[src/rtl/fib_engine.sv]
// fib_engine: iterative Fibonacci responder with a strobe/busy/done handshake.
// Results wider than W bits saturate to all-ones and raise ovf.
module fib_engine #(
  parameter int W  = 8,
  parameter int NW = 8
) (
  input  logic          clk,
  input  logic          rst_n,
  input  logic          ena,
  input  logic          stb,
  input  logic [NW-1:0] n,
  output logic          busy,
  output logic          done,
  output logic [W-1:0]  fib,
  output logic          ovf
);

  typedef enum logic {IDLE, CALC} state_t;

  state_t        state;
  logic [W-1:0]  a;
  logic [W-1:0]  b;
  logic          a_ovf;
  logic          b_ovf;
  logic [NW-1:0] rem;

  logic [W:0]    sum;
  logic          carry;
  logic [W-1:0]  b_sat;

  // Next F(i+2) with one extra bit to catch the carry; once either operand
  // has saturated, every later term is saturated as well.
  always_comb begin
    sum   = {1'b0, a} + {1'b0, b};
    carry = sum[W];
    b_sat = (carry || a_ovf || b_ovf) ? {W{1'b1}} : sum[W-1:0];
  end

  // Handshake FSM: accept a request in IDLE, iterate rem times in CALC,
  // then publish a (= F(n)) and its overflow marker for one done pulse.
  always_ff @(posedge clk) begin
    if (!rst_n) begin
      state <= IDLE;
      a     <= '0;
      b     <= '0;
      a_ovf <= 1'b0;
      b_ovf <= 1'b0;
      rem   <= '0;
      busy  <= 1'b0;
      done  <= 1'b0;
      fib   <= '0;
      ovf   <= 1'b0;
    end else begin
      done <= 1'b0;
      case (state)
        IDLE: begin
          if (stb && ena) begin
            rem   <= n;
            a     <= '0;
            b     <= {{(W-1){1'b0}}, 1'b1};
            a_ovf <= 1'b0;
            b_ovf <= 1'b0;
            busy  <= 1'b1;
            state <= CALC;
          end
        end
        CALC: begin
          if (rem != '0) begin
            a     <= b;
            a_ovf <= b_ovf;
            b     <= b_sat;
            b_ovf <= b_ovf | a_ovf | carry;
            rem   <= rem - 1'b1;
          end else begin
            fib   <= a;
            ovf   <= a_ovf;
            done  <= 1'b1;
            busy  <= 1'b0;
            state <= IDLE;
          end
        end
        default: state <= IDLE;
      endcase
    end
  end

endmodule

[config.mk]
export PLATFORM = sky130hd
export DESIGN_NAME = fib_engine
export DESIGN_NICKNAME = d
export VERILOG_FILES = /design/src/rtl/fib_engine.sv
export SDC_FILE = /design/constraint.sdc
export NUM_CORES = 1
export LEC_CHECK = 0
export ABC_AREA = 1
export CAP_MARGIN = 15
export CORE_MARGIN = 1.5
export CORE_UTILIZATION = 55
export DETAILED_ROUTE_END_ITERATION = 8
export GPL_TIMING_DRIVEN = 0
export PLACE_DENSITY = 0.75
export SETUP_SLACK_MARGIN = 0.15
export SYNTH_ARGS = -nofsm -noshare
export SYNTH_HDL_FRONTEND = slang
export SYNTH_SLANG_ARGS = --single-unit
[constraint.sdc]
create_clock -name clk -period 2.3 [get_ports clk]
set_input_delay 0.23 -clock clk [delete_from_list [all_inputs] [get_ports clk]]
set_output_delay 0.23 -clock clk [all_outputs]
set_load 0.02 [all_outputs]
==> flow_summary.ini, run 1 <==
[route]
detail-route-antenna-nets = 0
viasPerCell = 5.20
routedWlPerCell_um = 12.5
via_count = 1819
routed_wl_mm = 4.38
drtIter0Drc = 170
firstDrtPassIters = 4
post-route-drc-count = 0

[final_layout]
fin_nets = 326
fill_cells = 302
syn_to_final_growth_pct = 19.5
stdcell_area_mm2 = 0.00243
final_cell_mix = nand2_1 (70), dfxtp_1 (38), nand3_1 (37)
final_cells = 350
n_antenna_cell = 0
layout.cells.most_common = nand2_1
drive_above_1_share_pct = 10.5

[flow_run]
maxCapViolations = 0

[worst_setup_path]
slowest_stage = fa_1
end_kind = flip-flop
path_max_fanout = 8
crit_type = flip-flop to flip-flop
cp_common_cell = nand2_1
slowest_delay_ps = 440
cp-start-kind = flip-flop
required_ps = 2480
critPathArrivalTime_ps = 2050
crit_buf_inv = 0
cp_cell_sequence = ha_1 -> fa_1 -> nand3_1 -> nand3_1 -> nand2_1 -> nand2_1 -> nand3_2 -> nand2_1 -> nor2_1 -> nor2_1
cp_top_family = simple AND/OR/NAND/NOR gates

[cts]
cts_resized = 0
clk_path_buf_depth = 2
cts_root_buf = clkbuf_8
clkLatencyLatePin_ps = 300
cts_sinks = 38
htree_levels = 2
cts_tree = done
cts_buffers = 5
cts.clk_slew.worst_paths_ps = 80
hold_buffers = 0
post_cts_buffers = 0

[floorplanning]
dieHeight_um = 63.8
initial_core_util_pct = 59.1
io_pins = 23
rows = 21
core_mm2 = 0.00344
die_w_um = 63.8
dieArea_mm2 = 0.00407

[sta]
holdWs_ps = 469
relSlewSlack_pct = 66.1
setup_viol = 0
tns_ps = 0
period_minus_slack_ps = 1860
finalCritPeriodShare_pct = 81.1
finalHoldViolCount = 0
rsz0062_at_grt = no
worstMarginPinSlew_ps = 508
final.setup_skew_ps = 6.28
slew_violations = 0
clock.fmax_ghz = 0.536

[global_routing]
grt_pass1_vias = 1729
grt_max_degree = 14
antenna_found_initial = 0
grt_usage_pct = 24.6
grt-ovfl-total = 0
grt_first_pass_wirelength_mm = 7.91

[place]
globalplace.congestion = 0.853
place.port_buffers = 22
dp.cells = 342
placed_cell_area_mm2 = 0.00231
dp_hpwl_mm = 3.28

[synthesis]
ys_seq_elements = 38
ys_types = 27
yosys_warnings = 0
syn_nets = 297
syn_area_mm2 = 0.00203
postSynthAreaPerCell_um2 = 7.42
synth.yosys.seq_area_share_pct = 37.4
synth_cells = 274

[power_and_ir_drop]
power_density_mw_per_mm2 = 641
peakVddDrop_mv = 0.527
p_leak_uw = 0.00114

[min_path]
hp-class = flip-flop to flip-flop

[run_status]
status = complete, no violations
-- worst paths after layout --
path	start	to	slack, ps	depth (start not counted)
worst max-delay path	a[0]	b[5]	440	10
worst min-delay path	fib[3]	fib[3]	470	2
worst max register to register	a[0]	b[5]	440	10
worst min register to register	fib[3]	fib[3]	470	2
-- worst register-to-register path, cell delays in order (launching register included) --
cell     delay (ps)
dfxtp_1         320
ha_1            250
fa_1            440
nand3_1         110
nand3_1         100
nand2_1          70
nand2_1          70
nand3_2         170
nand2_1          70
nor2_1          110
nor2_1           50
-- where the power goes --
group          internal, µW  leakage [µW]  total [µW]  switching, µW
Sequential              680      0.000308         701           20.3
Clock                   322     0.0000504         574            252
Combinational           104      0.000784         282            178
-- kinds of logic (layout without fill, tap and decap cells) --
logic type	after synthesis	count (layout)	synth area share, %
adder cells (fa/ha/maj)	11	11	7.14
buffers and inverters	39	69	7.63
flip-flops	38	38	37.4
AO/OA/AOI/OAI	39	39	11.8
multiplexers	2	2	0.985
XOR/XNOR	5	5	2.15
AND/OR/NAND/NOR	140	140	32.9
-- layout make-up --
type	count	area, µm²	share of cell area, %
multi-input cells	197	1120	46.2
flip-flops and latches	38	761	31.3
repair buffers	22	220	9.06
inverters	34	128	5.25
clock buffers	5	68.8	2.83
well taps	46	57.6	2.37
clock inverters	3	45.0	1.85
plain buffers	5	27.5	1.13
-- per-layer routing --
metal | vias up | wire length, µm | track usage [%]
met2 | 41 | 1970 | 39.2
met1 | 822 | 2150 | 33.4
met3 | 7 | 224 | 5.46
met4 | 0 | 37 | 6.52
li1 | 949 | - | -
met5 | - | 0 | 0
-- sequential cells by signal, indices dropped and copies added (netlist names) --
| name | count |
|---|---|
| a | 8 |
| b | 8 |
| fib | 8 |
| rem | 8 |
| a_ovf | 1 |
| b_ovf | 1 |
| busy | 1 |
| done | 1 |
| ovf | 1 |
| state | 1 |
-- cell usage after synthesis, drive strengths merged --
cell    instances  area share (%)
nand2          74              15
nand3          39             9.8
dfxtp          38              37
inv            34             6.3
o21ai          23             7.0
nor2           20             6.2
a21oi          11             2.7
ha             10             6.2
o22ai           5             2.2
xor2            5             2.2
clkbuf          3            0.55
nand4           3            0.92
buf             2            0.80
mux2i           2            0.98
or2             2            0.62
fa              1            0.98
nand3b          1            0.37
nor3            1            0.25
-- per-stage QoR --
step	utilization, %	setup WS (ps)	total power, µW
finish	70.6	435	1560
global route	70.6	260	1630
CTS	70.4	310	1560
detailed placement	67.1	327	997
global placement	67.1	353	994
floorplan	-	578	924
(Power assumes the default switching activity.)
==> run 2: changes to the inputs <==
==> constraint.sdc (replaced) <==
create_clock -name clk -period 1.95 [get_ports clk]
set_input_delay 0.195 -clock clk [delete_from_list [all_inputs] [get_ports clk]]
set_output_delay 0.195 -clock clk [all_outputs]
set_load 0.02 [all_outputs]
==> flow_summary.ini, run 2 (synthesis gave the netlist of run 1 again) <==
[run_status]
status = complete, no violations

[sta]
rsz0062_at_grt = yes
relSlewSlack_pct = 66.1
clock.fmax_ghz = 0.581
tns_ps = 0
period_minus_slack_ps = 1720
finalCritPeriodShare_pct = 88.2
final.setup_skew_ps = 7.70
finalHoldViolCount = 0
setup_viol = 0
slew_violations = 0
worstMarginPinSlew_ps = 509

[final_layout]
syn_to_final_growth_pct = 22.5
fin_nets = 328
n_antenna_cell = 0
regArea_um2 = 763
final_util_pct = 72.3
layout.cells.most_common = nand2_1
final_cell_mix = nand2_1 (69), nand3_1 (36), dfxtp_1 (36)
fill_cells = 291
drive_above_1_share_pct = 13.4
multi_input_area_mm2 = 0.00116

[cts]
cts_root_buf = clkbuf_8
cts_tree = done
clkLatencyLatePin_ps = 300
cts.clk_slew.worst_paths_ps = 80
htree_levels = 2
clk_path_buf_depth = 2
cts_buffers = 5
cts_sinks = 38

[floorplanning]
initial_core_util_pct = 59.1
dieHeight_um = 63.8
core_mm2 = 0.00344
rows = 21
die_w_um = 63.8
dieArea_mm2 = 0.00407
io_pins = 23

[place]
dp_hpwl_mm = 3.28
globalplace.congestion = 0.853
place.port_buffers = 22

[worst_setup_path]
critPathArrivalTime_ps = 1900
required_ps = 2130
critPathCapture = b[6]
crit_type = flip-flop to flip-flop
cp-start-kind = flip-flop
r2r-end = b[6]
crit_path_start = a[0]
path_max_fanout = 8
end_kind = flip-flop
reg2reg_setup_slack_ps = 230
ff2ff_path_depth = 10
r2r-start = a[0]

[route]
via_count = 1840
detail-route-antenna-nets = 0
routedWlPerCell_um = 12.7
routed_wl_mm = 4.47
drtIter0Drc = 117
firstDrtPassIters = 4
post-route-drc-count = 0
viasPerCell = 5.23

[global_routing]
grt_max_degree = 14
grt_first_pass_wirelength_mm = 7.98
grt_pass1_vias = 1746
grt-ovfl-total = 0
antenna_found_initial = 0
grt_usage_pct = 24.8

[power_and_ir_drop]
peakVddDrop_mv = 0.625
power_density_mw_per_mm2 = 743
p_leak_uw = 0.00116

[flow_run]
maxCapViolations = 0

[min_path]
hp-class = flip-flop to flip-flop
## run 2: what timing repair did
item / CTS / global route
gates resized for setup: 3 / 9
endpoints found under the setup margin: 8 / 9
hold buffers: 0 / 0
pin swaps: 0 / 1
buffers inserted: 0 / 2
hold endpoints to repair: 0 / 0
## run 2: worst min-delay path by stage
stage                 from     end  slack [ps]  cells after the start
finish              fib[3]  fib[3]         470                      2
global route        fib[3]  fib[3]         490                      2
CTS                 rem[7]  rem[7]         470                      2
detailed placement  rem[7]  rem[7]         460                      2
global placement    fib[3]  fib[3]         460                      2
floorplan            rst_n    a[4]         360                      2
## run 2: cell type report
| cell class | count | share of cell area (%) |
|---|---|---|
| Tap cell | 46 | 2.31 |
| Timing Repair Buffer | 24 | 9.45 |
| Buffer | 5 | 1.21 |
| Clock buffer | 5 | 2.76 |
| Inverter | 34 | 5.13 |
| Sequential cell | 38 | 30.7 |
| Multi-Input combinational cell | 197 | 46.7 |
| Clock inverter | 3 | 1.81 |
## run 2: power breakdown
part	total, µW	switching [µW]	internal [µW]
sequential	830	26.5	803
combinational	343	216	126
clock	677	297	380
total	1850	539	1310
## run 2: metal layers
layer  global-route usage (%)  vias up  wire length, µm
met4                     6.52        0               31
met1                     33.6      828             2150
met3                     5.46        5              251
met5                        0        -                0
met2                     39.8       50             2040
li1                         -      957                -
## run 2: metrics by stage
step | total power [µW] | std cells | area [µm²] | hold WS (ps) | setup slack (ps)
2_1_floorplan | 1090 | 274 | 2030 | 358 | 228
3_3_place_gp | 1170 | 342 | 2310 | 459 | 2.72
3_5_place_dp | 1180 | 342 | 2310 | 460 | -23.2
4_1_cts | 1840 | 350 | 2440 | 473 | 162
5_1_grt | 1940 | 352 | 2490 | 490 | 120
6_report | 1850 | 352 | 2490 | 470 | 229
## run 2: critical path: stages, from the launching register on
cell and delay [ps]:
dfxtp_2 340, ha_4 170, fa_2 410, nand3_1 110, nand3_2 80, nand2_1 80, nand2_2 70, nand3_4 110
nand2_1 70, nor2_1 100, nor2_1 40
==> run 3: changes to the inputs <==
--- a/config.mk
+++ b/config.mk
@@ -11,6 +11,7 @@
 export CORE_UTILIZATION = 55
 export DETAILED_ROUTE_END_ITERATION = 8
 export GPL_TIMING_DRIVEN = 0
+export MAX_ROUTING_LAYER = met4
 export PLACE_DENSITY = 0.75
 export SETUP_SLACK_MARGIN = 0.15
 export SYNTH_ARGS = -nofsm -noshare
==> flow_summary.ini, run 3 (synthesis gave the netlist of run 1 again) <==
[worst_setup_path]
critPathArrivalTime_ps = 1890
cp-start-kind = flip-flop
required_ps = 2130
crit_type = flip-flop to flip-flop
path_max_fanout = 8
end_kind = flip-flop

[route]
routed_wl_mm = 4.47
viasPerCell = 5.27
firstDrtPassIters = 4
via_count = 1856
detail-route-antenna-nets = 0
drtIter0Drc = 132
routedWlPerCell_um = 12.7
post-route-drc-count = 0

[cts]
htree_levels = 2
cts_root_buf = clkbuf_8
clk_path_buf_depth = 2
cts_tree = done
cts.clk_slew.worst_paths_ps = 80
cts_buffers = 5
hold_buffers = 0
cts_sinks = 38
clkLatencyLatePin_ps = 300

[sta]
clock.fmax_ghz = 0.582
slew_violations = 0
holdWs_ps = 470
relSlewSlack_pct = 66.4
final.setup_skew_ps = 7.69
worstMarginPinSlew_ps = 504
setup_viol = 0
finalCritPeriodShare_pct = 88.1
rsz0062_at_grt = yes
period_minus_slack_ps = 1720
tns_ps = 0
finalHoldViolCount = 0

[final_layout]
final_cell_mix = nand2_1 (69), nand3_1 (36), dfxtp_1 (36)
n_antenna_cell = 0
drive_above_1_share_pct = 13.4
fin_nets = 328
layout.cells.most_common = nand2_1
final_cells = 352
syn_to_final_growth_pct = 22.5
final_util_pct = 72.3

[floorplanning]
dieArea_mm2 = 0.00407
rows = 21
dieHeight_um = 63.8
die_w_um = 63.8
core_mm2 = 0.00344
io_pins = 23
initial_core_util_pct = 59.1

[global_routing]
grt_first_pass_wirelength_mm = 7.99
antenna_found_initial = 0
grt_pass1_vias = 1745
grt_max_degree = 14
grt_usage_pct = 25.5
grt-ovfl-total = 0

[power_and_ir_drop]
p_leak_uw = 0.00116
power_density_mw_per_mm2 = 743
peakVddDrop_mv = 0.625

[place]
globalplace.congestion = 0.867
place.port_buffers = 22
dp_hpwl_mm = 3.28
dp.cells = 342

[min_path]
hp-class = flip-flop to flip-flop

[flow_run]
maxCapViolations = 0

[run_status]
status = complete, no violations
[run 3: cell counts in the layout (fill, tap and decap cells not counted)]
No cell type changed its count.
[run 3: path summary, 6_finish.rpt]
path / slack, ps / to / startpoint / cells past startpoint
max: 230 / b[6] / a[0] / 10
min: 470 / fib[3] / fib[3] / 2
max reg2reg: 230 / b[6] / a[0] / 10
min reg2reg: 470 / fib[3] / fib[3] / 2
[run 3: critical path, stage by stage, from the launching register on]
cell     delay [ps]
dfxtp_2         340
ha_4            170
fa_2            410
nand3_1         110
nand3_2          80
nand2_1          80
nand2_2          70
nand3_4         110
nand2_1          70
nor2_1          100
nor2_1           40
[run 3: final cells by class]
type	instances	area, µm²
fillers	291	952
well taps	46	57.6
clock buffers	5	68.8
clock inverters	3	45.0
repair buffers	24	235
multi-input cells	197	1160
flip-flops and latches	38	763
plain buffers	5	30.0
inverters	34	128
[run 3: layer usage]
| layer | up-vias | wire length, µm | global-route usage, % |
|---|---|---|---|
| li1 | 957 | - | - |
| met4 | 0 | 34 | 6.52 |
| met1 | 840 | 2160 | 33.6 |
| met2 | 53 | 2050 | 39.8 |
| met3 | 6 | 229 | 5.46 |
| met5 | - | 0 | - |
[run 3: repair_timing]
action / 4_1_cts / 5_1_grt
setup endpoints to repair: 8 / 9
gates resized for setup: 3 / 9
pin swaps: 0 / 1
buffers inserted: 0 / 2
hold endpoints to repair: 0 / 0
[run 3: per-stage QoR]
step / power (µW) / instance area (µm²) / worst slack (ps)
after floorplan: 1090 / 2030 / 228
after global placement: 1170 / 2310 / 2.72
after detailed placement: 1180 / 2310 / -23.2
after CTS: 1840 / 2440 / 162
after global routing: 1940 / 2490 / 120
final: 1850 / 2490 / 233
[run 3: where the power goes]
group	leakage, µW	internal, µW	total [µW]	switching [µW]
Combinational	0.000796	126	343	216
Clock	0.0000504	380	676	296
Sequential	0.000309	803	830	26.6
Total	0.00116	1310	1850	539
